$ cat config.mk
export PLATFORM = sky130hd
export DESIGN_NAME = fetch_queue
export DESIGN_NICKNAME = d
export VERILOG_FILES = /design/src/rtl/fetch_queue.sv
export SDC_FILE = /design/constraint.sdc
export NUM_CORES = 1
export LEC_CHECK = 0
export CAP_MARGIN = 5
export CORE_ASPECT_RATIO = 0.75
export CORE_MARGIN = 5
export CORE_UTILIZATION = 56
export CTS_CLUSTER_DIAMETER = 30
export DETAILED_ROUTE_END_ITERATION = 16
export PLACE_DENSITY_LB_ADDON = 0.3
export SLEW_MARGIN = 30
export SYNTH_ARGS = -nofsm -noshare
export SYNTH_HDL_FRONTEND = slang
export SYNTH_SLANG_ARGS = --single-unit
$ cat constraint.sdc
create_clock -name clk -period 3 [get_ports clk]
set_clock_uncertainty 0.15 [all_clocks]
set_input_delay 0.6 -clock clk [delete_from_list [all_inputs] [get_ports clk]]
set_output_delay 0.6 -clock clk [all_outputs]
set_load 0.01 [all_outputs]
$ cat src/rtl/fetch_queue.sv
//------------------------------------------------------------------------------
// Module      : fetch_queue
// Description : Instruction prefetch queue. Issues sequential word fetches,
//               buffers {instr, pc} in an in-order FIFO, and flushes on redirect.
//               Optional macro FQ_BYPASS_EN allows a new request in the same
//               cycle a response returns (one fetch per cycle).
// Revision    : 1.0 - initial release
//------------------------------------------------------------------------------
`default_nettype none

module fetch_queue #(
    parameter int              XLEN     = 32,
    parameter int              DEPTH    = 4,
    parameter logic [XLEN-1:0] RESET_PC = '0
) (
    input  logic                     clk,
    input  logic                     rst,
    input  logic                     flush,
    input  logic [XLEN-1:0]          redirect_pc,
    output logic                     mem_req,
    output logic [XLEN-1:0]          mem_addr,
    input  logic                     mem_gnt,
    input  logic                     mem_rvalid,
    input  logic [XLEN-1:0]          mem_rdata,
    input  logic                     deq,
    output logic                     out_valid,
    output logic [XLEN-1:0]          out_instr,
    output logic [XLEN-1:0]          out_pc,
    output logic [$clog2(DEPTH):0]   count
);

    localparam int PW = $clog2(DEPTH);
    localparam int CW = PW + 1;

    localparam logic [CW-1:0] C_FULL    = CW'(DEPTH);
    localparam logic [CW-1:0] C_FULL_M1 = CW'(DEPTH - 1);

    localparam logic [1:0] S_IDLE  = 2'd0;
    localparam logic [1:0] S_WAIT  = 2'd1;
    localparam logic [1:0] S_DRAIN = 2'd2;

    logic [1:0]      state_q,    state_d;
    logic [XLEN-1:0] fetch_pc_q, fetch_pc_d;
    logic [XLEN-1:0] pend_pc_q,  pend_pc_d;
    logic [PW-1:0]   head_q,     head_d;
    logic [PW-1:0]   tail_q,     tail_d;
    logic [CW-1:0]   count_q,    count_d;
    logic [XLEN-1:0] instr_q [DEPTH];
    logic [XLEN-1:0] instr_d [DEPTH];
    logic [XLEN-1:0] pc_q    [DEPTH];
    logic [XLEN-1:0] pc_d    [DEPTH];

    logic w_gnt_fire;
    logic w_enq;
    logic w_deq;

    assign w_gnt_fire = mem_req & mem_gnt;
    assign w_enq      = mem_rvalid & (state_q == S_WAIT) & ~flush;
    assign w_deq      = deq & out_valid & ~flush;

    assign mem_addr  = fetch_pc_q;
    assign out_valid = (count_q != '0);
    assign out_instr = instr_q[head_q];
    assign out_pc    = pc_q[head_q];
    assign count     = count_q;

    // State register
    always_ff @(posedge clk or negedge rst) begin
        if (!rst) begin
            state_q <= S_IDLE;
        end else begin
            state_q <= state_d;
        end
    end

    // Next-state logic; a grant taken together with flush is still in flight
    always_comb begin
        state_d = state_q;
        case (state_q)
            S_IDLE: begin
                if (w_gnt_fire) state_d = flush ? S_DRAIN : S_WAIT;
            end
            S_WAIT: begin
                if (w_gnt_fire)      state_d = flush ? S_DRAIN : S_WAIT;
                else if (mem_rvalid) state_d = S_IDLE;
                else if (flush)      state_d = S_DRAIN;
            end
            S_DRAIN: begin
                if (mem_rvalid) state_d = S_IDLE;
            end
            default: state_d = S_IDLE;
        endcase
    end

    // Output logic; request is held low while in reset
    always_comb begin
        mem_req = 1'b0;
        if (rst) begin
            case (state_q)
                S_IDLE:  mem_req = (count_q < C_FULL);
`ifdef FQ_BYPASS_EN
                S_WAIT:  mem_req = mem_rvalid & (count_q < C_FULL_M1);
`else
                S_WAIT:  mem_req = 1'b0;
`endif
                default: mem_req = 1'b0;
            endcase
        end
    end

    always_comb begin
        fetch_pc_d = fetch_pc_q;
        pend_pc_d  = pend_pc_q;
        head_d     = head_q;
        tail_d     = tail_q;
        count_d    = count_q;
        instr_d    = instr_q;
        pc_d       = pc_q;

        if (w_gnt_fire) begin
            pend_pc_d  = fetch_pc_q;
            fetch_pc_d = fetch_pc_q + XLEN'(4);
        end

        if (flush) begin
            fetch_pc_d = redirect_pc & ~XLEN'(3);
            head_d     = '0;
            tail_d     = '0;
            count_d    = '0;
        end else begin
            if (w_enq) begin
                instr_d[tail_q] = mem_rdata;
                pc_d[tail_q]    = pend_pc_q;
                tail_d          = tail_q + PW'(1);
            end
            if (w_deq) begin
                head_d = head_q + PW'(1);
            end
            case ({w_enq, w_deq})
                2'b10:   count_d = count_q + CW'(1);
                2'b01:   count_d = count_q - CW'(1);
                default: count_d = count_q;
            endcase
        end
    end

    always_ff @(posedge clk or negedge rst) begin
        if (!rst) begin
            fetch_pc_q <= RESET_PC;
            pend_pc_q  <= '0;
            head_q     <= '0;
            tail_q     <= '0;
            count_q    <= '0;
            for (int i = 0; i < DEPTH; i++) begin
                instr_q[i] <= '0;
                pc_q[i]    <= '0;
            end
        end else begin
            fetch_pc_q <= fetch_pc_d;
            pend_pc_q  <= pend_pc_d;
            head_q     <= head_d;
            tail_q     <= tail_d;
            count_q    <= count_d;
            instr_q    <= instr_d;
            pc_q       <= pc_d;
        end
    end

endmodule

`default_nettype wire

Word level (Yosys, flattened, before mapping)

Index checks and enable logic that the tools add are counted.

Bits of input ports: 70
Logic and storage cells: 74
Output and inout port bits: 101
Bits in registers: 329

Bitwise gates (word level): 8
Reduce and logical (&&, ||, !) cells: 9
Equality and inequality tests: 7
Multiplexer cells: 27
Add/sub/neg operators: 5
$lt $le $gt $ge: 4

Operator list:

| operator                | number |
|---|---|
| $bwmux W128             | 2 |
| $mux W32                | 7 |
| $bmux W32 S2            | 2 |
| $demux W32 S2           | 1 |
| $add A32 B3 Y32 const B | 1 |
| $mux W2                 | 10 |
| $ge A3 B3 Y1 const B    | 2 |
| $not A2 Y3              | 2 |
| $pmux W2 S3             | 1 |
| $pmux W3 S2             | 1 |
| $reduce_bool A2 Y1      | 3 |
| $reduce_bool A3 Y1      | 2 |
| $and A1 B1 Y1           | 5 |
| $add A2 B1 Y2 const B   | 2 |
| $eq A2 B1 Y1 const B    | 2 |
| $eq A2 B2 Y1 const B    | 2 |
| $ne A2 B2 Y1 const B    | 2 |
| $ne A4 B4 Y1 const B    | 1 |
| $add A3 B1 Y3 const B   | 1 |
| $lt A3 B1 Y1 const B    | 1 |
| $lt A3 B3 Y1 const B    | 1 |
| $mux W3                 | 1 |
| $reduce_and A3 Y1       | 1 |
| $sub A3 B1 Y3 const B   | 1 |
| 5 further kinds         | 6 |

Depth between registers and ports, before layout

Gate-level depths: netlist of run 1.

Word-level depth: 6
Depth in mapped cells: 9
Depth with buffers taken out: 7

Worst setup path after synthesis of run 1

No wires, ideal clock.

Kind: reg-to-output
Start: register head_q[0]
End: output port out_instr[10]
Arrival: 1828 ps
Path buffers: 2
Stages on the path, launching flop included: 4
Data required time: 2250 ps
Slack: 422 ps
Cell sequence: dfrtp_1 > clkbuf_1 > buf_1 > mux4_2

Cells in the longest elaborated chain, start to end: 4

Ends and longest elaborated chain:

| element                                      | line | source |
|---|---|---|
| start, declared                              | 45   | `logic [PW-1:0] head_q, head_d;` |
| start signal, assigned                       | 151  | `head_q <= '0;` |
| start signal, assigned                       | 161  | `head_q <= head_d;` |
| $not A2 Y3 (not written as such)             | 63   | `assign out_instr = instr_q[head_q];` |
| $bmux W32 S2                                 | 63   |  |
| $mux W32 (not written as such) (2 in series) | 63   |  |
| end, declared                                | 27   | `output logic [XLEN-1:0] out_instr,` |

No other way between the ends. The select of a mux whose other input is x is not followed.

Worst setup path after layout of run 1

Start: register head_q[0]
End: output port out_pc[20]

Cells in the longest elaborated chain, start to end: 4

Ends and longest elaborated chain:

| element                                      | line | source |
|---|---|---|
| $not A2 Y3 (not written as such)             | 64   | `assign out_pc = pc_q[head_q];` |
| $bmux W32 S2                                 | 64   |  |
| $mux W32 (not written as such) (2 in series) | 64   |  |
| end, declared                                | 28   | `output logic [XLEN-1:0] out_pc,` |

No other way between the ends. The select of a mux whose other input is x is not followed.

==> results of run 1 <==
placed cells by master (no fill, tap or decap), types with 4 or more instances in the layout:
| cell | count |
|---|---|
| sky130_fd_sc_hd__dfrtp_1 | 314 |
| sky130_fd_sc_hd__mux2_2 | 274 |
| sky130_fd_sc_hd__clkdlybuf4s50_1 | 103 |
| sky130_fd_sc_hd__mux4_2 | 62 |
| sky130_fd_sc_hd__clkbuf_16 | 50 |
| sky130_fd_sc_hd__dlygate4sd2_1 | 40 |
| sky130_fd_sc_hd__nor2_1 | 27 |
| sky130_fd_sc_hd__buf_4 | 27 |
| sky130_fd_sc_hd__nand2_1 | 21 |
| sky130_fd_sc_hd__or4_1 | 19 |
| sky130_fd_sc_hd__a31oi_1 | 19 |
| sky130_fd_sc_hd__o31ai_1 | 17 |
| sky130_fd_sc_hd__clkdlybuf4s15_1 | 17 |
| sky130_fd_sc_hd__o21ai_0 | 15 |
| sky130_fd_sc_hd__nand3_1 | 14 |
| sky130_fd_sc_hd__nand4_1 | 13 |
| sky130_fd_sc_hd__inv_1 | 10 |
| sky130_fd_sc_hd__buf_12 | 10 |
| sky130_fd_sc_hd__bufinv_16 | 9 |
| sky130_fd_sc_hd__nor3_1 | 8 |
| sky130_fd_sc_hd__clkinvlp_4 | 8 |
| sky130_fd_sc_hd__clkinv_4 | 8 |
| sky130_fd_sc_hd__or3_1 | 6 |
| sky130_fd_sc_hd__xnor2_1 | 6 |
| sky130_fd_sc_hd__inv_6 | 6 |
| sky130_fd_sc_hd__xor2_1 | 5 |
| sky130_fd_sc_hd__ha_1 | 5 |
| sky130_fd_sc_hd__buf_16 | 5 |
| sky130_fd_sc_hd__buf_6 | 5 |
| sky130_fd_sc_hd__nand2_4 | 4 |
| sky130_fd_sc_hd__and2_1 | 4 |
| sky130_fd_sc_hd__conb_1 | 4 |
| sky130_fd_sc_hd__clkinv_2 | 4 |
| sky130_fd_sc_hd__clkbuf_8 | 4 |
registers in the layout, indices dropped and copies added (netlist names):
| register | cells |
|---|---|
| pc_q | 120 |
| mem_addr | 30 |
| instr_q | 128 |
| pend_pc_q | 30 |
| head_q | 2 |
| count | 3 |
| tail_q | 2 |
| state_q | 2 |
area by class of cell:
type | count | area share, %
sequential | 317 | 43.53
multi-input combinational | 554 | 32.14
inverter | 11 | 0.2263
clock inverter | 35 | 2.592
clock buffer | 53 | 7.023
timing repair buffer | 213 | 12.17
tap | 338 | 2.318
worst max-delay path, delay by kind of cell (launching register included):
family / cells / cell delay [ns]
multiplexers: 1 / 0.56
buffers and inverters: 3 / 0.62
flip-flops: 1 / 0.48
stage by stage:
| stage | worst slack, ns | hold WS, ns |
|---|---|---|
| CTS | -0.02463 | 0.1454 |
| global route | 0.0001927 | 0.3567 |
| global placement | 0.2642 | 0.3313 |
| finish | 0.05033 | 0.3472 |
| floorplan | 0.4216 | 0.1544 |
| detailed placement | 0.2392 | 0.3375 |
kinds of logic (layout without fill, tap and decap cells):
family	after synthesis	in the layout	synth area share [%]
other	1	4	0.02669
buffers and inverters	72	312	2.111
xor gates and xnor gates	11	11	0.6858
muxes	339	339	32.12
DFF	317	317	56.47
AOI/OAI and AO/OA	59	59	2.743
and+or+nand+nor	135	135	5.264
adders and majority gates	6	6	0.5878
how the worst max path moves through the flow:
stage	start	end	slack [ns]	cells after the start
floorplan	head_q[0]	out_instr[10]	0.42	3
global placement	rst	mem_req	0.26	4
detailed placement	rst	mem_addr[31]	0.24	6
CTS	head_q[0]	out_instr[23]	-0.02	5
global route	head_q[0]	out_pc[20]	0.0002	4
finish	head_q[0]	out_pc[20]	0.05	4
report_power, final:
part	leakage [nW]	internal [mW]	total (mW)	switching, mW
combinational	3.45	2.27	3.83	1.57
clock	0.837	3.89	5.96	2.07
sequential	4.19	5.01	5.66	0.646
total	8.48	11.2	15.5	4.28
what timing repair did:
item | in CTS | in global routing
gates cloned | 2 | 1
endpoints found under the hold margin | 0 | 53
endpoints found under the setup margin | 63 | 22
setup buffers | 6 | 9
hold buffers | 0 | 1
resized for setup | 72 | 21
per-layer routing:
metal | vias up | GRT usage, % | wire length (um)
met5 | - | 0 | 0
li1 | 3952 | - | -
met4 | 0 | 6.157 | 673
met2 | 237 | 38.85 | 16650
met1 | 4724 | 34.53 | 14480
met3 | 59 | 5.226 | 1811
==> out/results.tsv, run 1 <==
stage	metric	value	unit
critical_path	critical register-to-register path startpoint	state_q[1]	
grt	via count of the first global-routing pass	9701	
logic_synthesis	proportion of synthesized flip-flops having asynchronous set or reset	100.0	%
finish	final cell count without fillers	1521	
logic_synthesis	synthesized instance count	940	
clocking	buffer levels on the longest clock path	3	
job	number of max-cap violations	0	
sta	Least-Margin Pin Slew	0.6874	ns
critical_path	critical path class	flop to primary output	
logic_synthesis	EDFF count, synth	0	
critical_path	data arrival time of the critical path	2.20	ns
min_path	type of the most critical hold path	flop to flop	
critical_path	sort of element at the start of the critical path	flop	
floorplanning	die width	192.9	um
sta	final slew viol count	0	
routing	WL final	33.61	mm
routing	vias	8972	
logic_synthesis	number of distinct library cells after synthesis	45	
clocking	H-tree Lvls	2	
critical_path	maximum single-stage delay on the critical path	0.56	ns
critical_path	CP endpoint kind	primary output	
sta	relative max-transition margin	54.17	%
min_path	startpoint of the most critical hold path	instr_q[44]	
grt	overall global routing resource usage	24.32	%
grt	remaining global-route overflow	0	
logic_synthesis	most repeated cell in the gate-level netlist after synthesis	sky130_fd_sc_hd__dfrtp_1	
logic_synthesis	share of synthesized area occupied by flip-flops and latches	56.47	%
critical_path	critical register-to-register path endpoint	mem_addr[31]	
clocking	CTS Buf Count	48	
clocking	Clk pin slew, worst setup/hold paths	0.05	ns
critical_path	worst path required time	2.25	ns
logic_synthesis	share of the synthesized area in the top cell type	56.47	%
critical_path	cell with the largest stage delay on the worst path	sky130_fd_sc_hd__mux4_2	
finish	final design utilization	73.46	%
critical_path	register-to-register path setup slack	0.43	ns
routing	Avg WL per Cell	22.10	um
finish	count of inserted antenna diode cells	0	
grt	global-route wire length before repair	54.66	mm
floorplanning	Die ar.	0.02839	mm2
sta	Final period util	98.32	%
finish	post-route cell area	0.01824	mm2
power_and_ir_drop	Max VDD drop	0.5342	mV
sta	Finish-stage setup viols	0	
place	final estimated routing congestion in global placement	0.8173	
min_path	hold path depth	1	
min_path	Hold EP	instr_q[44]	
floorplanning	Starting Density	56.56	%
sta	total negative setup slack	0	ns
sta	Highest Clock Rate	0.3390	GHz
routing	router iterations before antenna repair	5	
critical_path	Crit Path Max Fanout	16	
logic_synthesis	post-synthesis sequential element count	317	
outcome	result of the run	completed	
logic_synthesis	Ys Warns	0	
clocking	TritonCTS Sinks	317	
finish	layout cells sized above 1	41.25	%
clocking	library cell used as clock root buffer	sky130_fd_sc_hd__clkbuf_16	
clocking	CTS tree	done	
clocking	source-to-sink clock delay at the later pin of the worst-skew pair	0.54	ns
logic_synthesis	top post-synthesis cells by count	317 x sky130_fd_sc_hd__dfrtp_1, 274 x sky130_fd_sc_hd__mux2_2, 62 x sky130_fd_sc_hd__mux4_2, 44 x sky130_fd_sc_hd__clkbuf_1, 27 x sky130_fd_sc_hd__nor2_1	
grt	largest net degree at the start of global routing	171	
power_and_ir_drop	sum of internal, switching and leakage power	15.45	mW
sta	number of failing hold endpoints at the final stage	0	
routing	count of routing violations after the opening detailed-route iteration	552	
place	detailed placer's ending HPWL	20.59	mm
logic_synthesis	area leader, netlist	sky130_fd_sc_hd__dfrtp_1	
routing	detail-routed via count per cell	5.899	
logic_synthesis	post-synthesis instance area	0.01405	mm2
power_and_ir_drop	power per standard cell area	847.0	mW/mm2
logic_synthesis	Main synth FF type	sky130_fd_sc_hd__dfrtp_1	
logic_synthesis	Synth Area per Inst	14.95	um2
floorplanning	area of the core region	0.02484	mm2
floorplanning	number of I/O pins	171	
critical_path	crit-path cells	buf_12 -> buf_16 -> mux4_2 -> dlygate4sd2_1	
finish	area delta synth->final	29.86	%
floorplanning	Die Span Y	147.2	um
place	count of input and output buffers	164	
sta	minimum period implied by the final worst setup slack	2.950	ns
finish	nets@finish	1221	
logic_synthesis	leading cell types by total area after synthesis	sky130_fd_sc_hd__dfrtp_1 56%, sky130_fd_sc_hd__mux2_2 22%, sky130_fd_sc_hd__mux4_2 9.9%, sky130_fd_sc_hd__clkbuf_1 1.2%, sky130_fd_sc_hd__or4_1 1.0%	
floorplanning	number of placement rows	50	
place	Area after DPL	0.01627	mm2
power_and_ir_drop	LEAKAGE	8.480	nW
routing	DRT antenna net count	0	
routing	count of unresolved DRC violations after routing	0	
finish	Filler Cells Inserted	1570	
place	placed cells	1413	
finish	area occupied by multi-input gates	0.005864	mm2
finish	Sequential cell area	0.007941	mm2
grt	antenna violations before repair	0	
critical_path	r2r worst-path depth	5	
sta	RSZ-0062 raised after global routing	no	
Power figures use the tool's default switching activity.
==> inputs of run 2 (changes only) <==
--- a/config.mk
+++ b/config.mk
@@ -7,7 +7,6 @@
 export LEC_CHECK = 0
 export CAP_MARGIN = 5
 export CORE_ASPECT_RATIO = 0.75
-export CORE_MARGIN = 5
 export CORE_UTILIZATION = 56
 export CTS_CLUSTER_DIAMETER = 30
 export DETAILED_ROUTE_END_ITERATION = 16
==> run 2 against run 1 <==
Critical path type unchanged. Combinational power down 4%. Utilization up 1.9 points. Cell count decreased by 0.66%. Routed wire length shrank 2.1%. Critical endpoint is now out_pc[4]. Flip-flop and latch count unchanged.
==> out/results.tsv, run 2 (synthesis results as in run 1) <==
stage	metric	value	unit	change
finish	final cell count without fillers	1511		-0.66%
clocking	Clk pin slew, worst setup/hold paths	0.06	ns	about the same
routing	WL final	32.90	mm	-2.1%
routing	count of unresolved DRC violations after routing	0		unchanged
power_and_ir_drop	combinational power share	23.4	%	-1.4 points
critical_path	sort of element at the start of the critical path	flop		
sta	Least-Margin Pin Slew	0.8020	ns	+0.1145 ns
clocking	library cell used as clock root buffer	sky130_fd_sc_hd__clkbuf_16		
sta	relative max-transition margin	46.54	%	-7.6 points
floorplanning	die width	184.9	um	-4.1%
critical_path	worst path required time	2.25	ns	about the same
sta	RSZ-0062 raised after global routing	no		
clocking	buffer levels on the longest clock path	3		unchanged
power_and_ir_drop	sequential cell fraction of total power	35.8	%	-0.8 points
sta	number of failing hold endpoints at the final stage	0		unchanged
job	number of max-cap violations	0		unchanged
finish	most used cells in the layout excluding fill and tap cells	314 x sky130_fd_sc_hd__dfrtp_1, 274 x sky130_fd_sc_hd__mux2_2, 100 x sky130_fd_sc_hd__clkdlybuf4s50_1		
finish	layout cells sized above 1	40.93	%	-0.32 points
finish	final design utilization	75.35	%	+1.9 points
floorplanning	Die ar.	0.02573	mm2	-9.4%
finish	Largest regs	instr_q (128), pc_q (120)		
routing	top routing layer in use	met4		
power_and_ir_drop	Net Sw Power	4.337	mW	+1.2%
power_and_ir_drop	fraction of power spent switching nets	27.53	%	-0.19 points
critical_path	Crit Path Max Fanout	11		-5
finish	area delta synth->final	30.21	%	
clocking	CTS tree	done		
power_and_ir_drop	internal power of the cells	11.41	mW	+2.2%
finish	number of flip-flops in the largest register	128		unchanged
routing	router iterations before antenna repair	5		unchanged
power_and_ir_drop	power per standard cell area	861.0	mW/mm2	+1.6%
routing	Avg WL per Cell	21.77	um	-1.5%
place	detailed placer's ending HPWL	19.90	mm	-3.3%
floorplanning	number of I/O pins	171		unchanged
finish	count of inserted antenna diode cells	0		unchanged
routing	vias	9045		+0.81%
finish	nets@finish	1214		-0.57%
power_and_ir_drop	clock power share	40.8	%	+2.2 points
grt	via count of the first global-routing pass	9782		+0.83%
floorplanning	number of placement rows	49		-2.0%
routing	count of routing violations after the opening detailed-route iteration	599		+8.5%
finish	Top reg by flops	instr_q		
critical_path	CP endpoint kind	primary output		
power_and_ir_drop	LEAKAGE	8.601	nW	+1.4%
power_and_ir_drop	Max VDD drop	0.5350	mV	+0.15%
clocking	source-to-sink clock delay at the later pin of the worst-skew pair	0.54	ns	about the same
critical_path	data arrival time of the critical path	2.18	ns	-0.02 ns
finish	most common cell after layout, fill and taps aside	sky130_fd_sc_hd__dfrtp_1		
grt	overall global routing resource usage	26.61	%	+2.3 points
routing	total met3 wirelength after detailed routing	2.168	mm	+20%
routing	detail-routed via count per cell	5.986		+1.5%
sta	Final period util	97.56	%	-0.76 points
clocking	hold buffer count at cts	0		unchanged
sta	minimum period implied by the final worst setup slack	2.927	ns	-0.02281 ns
clocking	TritonCTS Sinks	317		unchanged
grt	largest net degree at the start of global routing	132		-23%
routing	DRT antenna net count	0		unchanged
finish	post-route cell area	0.01829	mm2	+0.27%
place	placed cells	1408		-0.35%
routing	routed length on met2	16.00	mm	-3.9%
min_path	type of the most critical hold path	input port to asynchronous set/reset pin		
sta	Highest Clock Rate	0.3417	GHz	+0.78%
place	final estimated routing congestion in global placement	0.8405		+2.8%
floorplanning	Starting Density	57.86	%	+1.3 points
floorplanning	area of the core region	0.02428	mm2	-2.2%
sta	final slew viol count	0		unchanged
clocking	H-tree Lvls	2		unchanged
grt	remaining global-route overflow	0		unchanged
grt	antenna violations before repair	0		unchanged
critical_path	critical path class	flop to primary output		
floorplanning	Die Span Y	139.2	um	-5.4%
place	count of input and output buffers	164		unchanged
clocking	CTS Buf Count	51		+6.3%
place	Area after DPL	0.01633	mm2	+0.36%
grt	global-route wire length before repair	53.17	mm	-2.7%
outcome	result of the run	completed		
sta	Finish-stage setup viols	0		unchanged
routing	M1 wire length	14.09	mm	-2.7%
==> run 2: cell types whose count changed in the layout (fill, tap and decap cells not counted), sizes merged <==
cell,before,now
dlygate4sd2,40,59
clkdlybuf4s15,18,0
buf,50,39
dlymetal6s2s,0,4
clkbuf,54,57
clkdlybuf4s50,103,100
inv,17,20
bufinv,9,11
clkinvlp,8,7
dlygate4sd3,1,0
==> run 2: power groups by stage <==
| stage | combinational (mW) | clock, mW | sequential [mW] |
|---|---|---|---|
| floorplan | 2.13 | 0 | 5.46 |
| global placement | 3.83 | 0 | 5.64 |
| detailed placement | 3.89 | 0 | 5.69 |
| CTS | 3.69 | 6.52 | 5.64 |
| global route | 3.97 | 6.71 | 5.75 |
| finish | 3.68 | 6.43 | 5.64 |
==> run 2: metrics by stage <==
step / worst slack [ns] / total power, mW / TNS [ns] / hold WS [ns]
finish: 0.07314 / 15.75 / 0 / 0.1165
global route: 0.02334 / 16.42 / 0 / 0.1653
CTS: -0.07893 / 15.84 / -0.3048 / 0.1317
detailed placement: 0.2211 / 9.576 / 0 / 0.3372
global placement: 0.2427 / 9.470 / 0 / 0.3315
floorplan: 0.4216 / 7.589 / 0 / 0.1544
==> run 2: routing by layer <==
metal	GRT usage [%]	up-vias
met5	0	-
met4	7.221	0
met3	6.355	50
met2	43.00	276
met1	36.23	4781
li1	-	3938
==> run 2: layout make-up <==
class | instances | area, um2
Multi-Input combinational cell | 554 | 5867
Fill cell | 1519 | 5986
Tap cell | 331 | 414.1
Clock inverter | 39 | 543.0
Clock buffer | 56 | 1358
Timing Repair Buffer | 203 | 2128
Inverter | 11 | 41.29
Sequential cell | 317 | 7941
==> run 2: what timing repair did <==
item	in CTS	in global routing
resized for setup	64	4
cloned	1	1
endpoints found under the hold margin	0	0
setup endpoints to repair	58	4
buffers inserted	2	4
==> run 2: worst paths after layout <==
kind | start | to | slack (ns) | cells after the start
max in group asynchronous | rst | head_q[0] | 1.35 | 3
min in group clk | instr_q[42] | instr_q[42] | 0.35 | 1
hold reg to reg | instr_q[42] | instr_q[42] | 0.35 | 1
setup / recovery | head_q[0] | out_pc[4] | 0.07 | 4
setup reg to reg | mem_addr[8] | mem_addr[22] | 0.45 | 5
hold / removal | rst | mem_addr[13] | 0.12 | 2
==> run 2: critical path: stages (launching register included) <==
cell	delay [ns]
sky130_fd_sc_hd__dfrtp_4	0.47
sky130_fd_sc_hd__buf_4	0.16
sky130_fd_sc_hd__clkbuf_16	0.20
sky130_fd_sc_hd__mux4_2	0.50
sky130_fd_sc_hd__dlygate4sd2_1	0.32
==> inputs of run 3 (changes only) <==
--- a/config.mk
+++ b/config.mk
@@ -7,11 +7,10 @@
 export LEC_CHECK = 0
 export CAP_MARGIN = 5
 export CORE_ASPECT_RATIO = 0.75
-export CORE_UTILIZATION = 56
+export CORE_UTILIZATION = 35
 export CTS_CLUSTER_DIAMETER = 30
 export DETAILED_ROUTE_END_ITERATION = 16
-export PLACE_DENSITY_LB_ADDON = 0.3
-export SLEW_MARGIN = 30
+export PLACE_DENSITY = 0.57
 export SYNTH_ARGS = -nofsm -noshare
 export SYNTH_HDL_FRONTEND = slang
 export SYNTH_SLANG_ARGS = --single-unit
==> run 3 against run 2 <==
The flow now finishes with violations (DRC). Utilization down 28 points. Critical path depth unchanged. Maximum frequency up 0.26%. Via count down 0.93%. Clock power up 11%. Flip-flop and latch count unchanged. Combinational power up 1%. Count of clock-buffer cells in the layout up 34. Largest cell class unchanged. Highest routed layer is now met5.
==> out/results.tsv, run 3 (synthesis results as in run 1) <==
stage	metric	value	unit	change
place	final estimated routing congestion in global placement	0.7849		-6.6%
sta	minimum period implied by the final worst setup slack	2.919	ns	-0.007682 ns
floorplanning	die width	233.3	um	+26%
sta	Highest Clock Rate	0.3426	GHz	+0.26%
place	Area after DPL	0.01658	mm2	+1.5%
critical_path	Crit Path Max Fanout	8		-3
critical_path	CP endpoint kind	primary output		
clocking	buffer levels on the longest clock path	3		unchanged
power_and_ir_drop	internal power of the cells	12.05	mW	+5.6%
routing	router iterations before antenna repair	11		+6
min_path	hold path depth	1		
grt	global-route wire length before repair	55.00	mm	+3.4%
critical_path	worst path required time	2.25	ns	about the same
power_and_ir_drop	Net Sw Power	4.440	mW	+2.4%
routing	detail-routed via count per cell	5.168		-14%
job	number of max-cap violations	0		unchanged
sta	Final period util	97.31	%	-0.26 points
finish	Largest regs	instr_q (128), pc_q (120)		
power_and_ir_drop	LEAKAGE	8.731	nW	+1.5%
clocking	CTS Buf Count	67		+31%
routing	DRT antenna net count	0		unchanged
clocking	Clk pin slew, worst setup/hold paths	0.05	ns	about the same
power_and_ir_drop	clock power share	43.3	%	+2.5 points
grt	largest net degree at the start of global routing	129		-2.3%
grt	antenna violations before repair	2		+2
place	detailed placer's ending HPWL	21.34	mm	+7.2%
clocking	source-to-sink clock delay at the later pin of the worst-skew pair	0.55	ns	about the same
clocking	H-tree Lvls	3		+1
finish	number of flip-flops in the largest register	128		unchanged
sta	number of failing hold endpoints at the final stage	0		unchanged
floorplanning	area of the core region	0.03957	mm2	+63%
critical_path	data arrival time of the critical path	2.17	ns	about the same
clocking	CTS tree	done		
critical_path	register-to-register path setup slack	0.47	ns	+0.02 ns
floorplanning	Die Span Y	175.5	um	+26%
finish	nets@finish	1238		+2.0%
routing	Avg WL per Cell	19.82	um	-9.0%
floorplanning	Die ar.	0.04095	mm2	+59%
finish	most used cells in the layout excluding fill and tap cells	315 x sky130_fd_sc_hd__dfrtp_1, 274 x sky130_fd_sc_hd__mux2_2, 100 x sky130_fd_sc_hd__clkdlybuf4s50_1		
critical_path	critical register-to-register path startpoint	mem_addr[8]		
routing	count of routing violations after the opening detailed-route iteration	585		-2.3%
grt	remaining global-route overflow	0		unchanged
min_path	type of the most critical hold path	flop to flop		
floorplanning	number of I/O pins	171		unchanged
power_and_ir_drop	combinational power share	22.6	%	-0.8 points
min_path	Hold EP	instr_q[62]		
outcome	violated checks	DRC		
sta	relative max-transition margin	38.46	%	-8.1 points
outcome	result of the run	complete, but fails checks		
finish	most common cell after layout, fill and taps aside	sky130_fd_sc_hd__dfrtp_1		
finish	Top reg by flops	instr_q		
critical_path	sort of element at the start of the critical path	flop		
floorplanning	number of placement rows	63		+29%
critical_path	r2r worst-path depth	5		unchanged
sta	RSZ-0062 raised after global routing	no		
sta	final slew viol count	0		unchanged
grt	overall global routing resource usage	17.53	%	-9.1 points
floorplanning	Starting Density	35.50	%	-22 points
sta	Least-Margin Pin Slew	0.9231	ns	+0.1211 ns
routing	vias	8961		-0.93%
grt	via count of the first global-routing pass	9394		-4.0%
sta	Finish-stage setup viols	0		unchanged
min_path	startpoint of the most critical hold path	instr_q[62]		
routing	WL final	34.36	mm	+4.4%
clocking	TritonCTS Sinks	317		unchanged
power_and_ir_drop	power per standard cell area	873.0	mW/mm2	+1.4%
power_and_ir_drop	Max VDD drop	0.4928	mV	-7.9%
finish	area delta synth->final	34.47	%	
critical_path	critical path class	flop to primary output		
clocking	library cell used as clock root buffer	sky130_fd_sc_hd__clkbuf_16		
finish	post-route cell area	0.01889	mm2	+3.3%
finish	final design utilization	47.74	%	-28 points
power_and_ir_drop	sequential cell fraction of total power	34.2	%	-1.6 points
sta	minimum hold slack	0.3461	ns	+0.2296 ns
place	count of input and output buffers	164		unchanged
finish	layout cells sized above 1	42.46	%	+1.5 points
critical_path	critical register-to-register path endpoint	mem_addr[27]		
routing	count of unresolved DRC violations after routing	10		+10
power_and_ir_drop	fraction of power spent switching nets	26.92	%	-0.61 points
==> run 3: per-layer routing <==
layer	vias to the layer above	wire length (um)	GRT usage (%)	share of wire, %
met5	-	13	0	0.038
met4	2	640	5.038	1.9
li1	4002	-	-	-
met3	59	2053	5.211	6.0
met2	199	15780	26.01	46
met1	4699	15870	24.72	46
==> run 3: timing repair <==
action / in CTS / in global routing
hold buffers: 1 / 0
pin swaps: 1 / 0
resized for setup: 87 / 22
gates cloned: 1 / 0
hold endpoints to repair: 28 / 0
buffers inserted: 9 / 4
endpoints found under the setup margin: 63 / 22
==> run 3: worst max path at each step <==
stage                          from             to
after CTS                 head_q[0]     out_pc[11]
after floorplan           head_q[0]  out_instr[10]
after global routing      head_q[0]  out_instr[28]
final                     head_q[0]  out_instr[23]
after global placement          rst        mem_req
after detailed placement        rst        mem_req
==> run 3: cell type report <==
class | instances | area [um2]
Fill cell | 3485 | 20680
Sequential cell | 317 | 7940
Multi-Input combinational cell | 554 | 5867
Timing Repair Buffer | 211 | 2180
Clock buffer | 90 | 1876
Tap cell | 520 | 650.6
Clock inverter | 30 | 334.1
Inverter | 11 | 41.29
Antenna cell | 1 | 2.502
==> run 3: power groups by stage <==
| stage | clock network, mW | logic [mW] | registers, mW |
|---|---|---|---|
| floorplan | 0 | 2.13 | 5.46 |
| global placement | 0 | 3.88 | 5.70 |
| global route | 7.54 | 4.04 | 5.76 |
| CTS | 7.33 | 3.77 | 5.64 |
| detailed placement | 0 | 3.91 | 5.72 |
| finish | 7.14 | 3.72 | 5.64 |
==> run 3: stage by stage <==
step | TNS, ns | power (mW) | worst slack [ns] | cells
final | 0 | 16.49 | 0.08082 | 1734
after global placement | 0 | 9.577 | 0.1846 | 1599
after detailed placement | 0 | 9.631 | 0.1888 | 1599
after global routing | 0 | 17.34 | 0.001172 | 1734
after floorplan | 0 | 7.589 | 0.4216 | 943
after CTS | -0.5369 | 16.74 | -0.08458 | 1730
==> run 3: worst max-delay path: stages, from the launching register on <==
cell                            delay [ns]
sky130_fd_sc_hd__dfrtp_4              0.54
sky130_fd_sc_hd__buf_12               0.17
sky130_fd_sc_hd__buf_12               0.11
sky130_fd_sc_hd__mux4_2               0.49
sky130_fd_sc_hd__dlygate4sd2_1        0.30
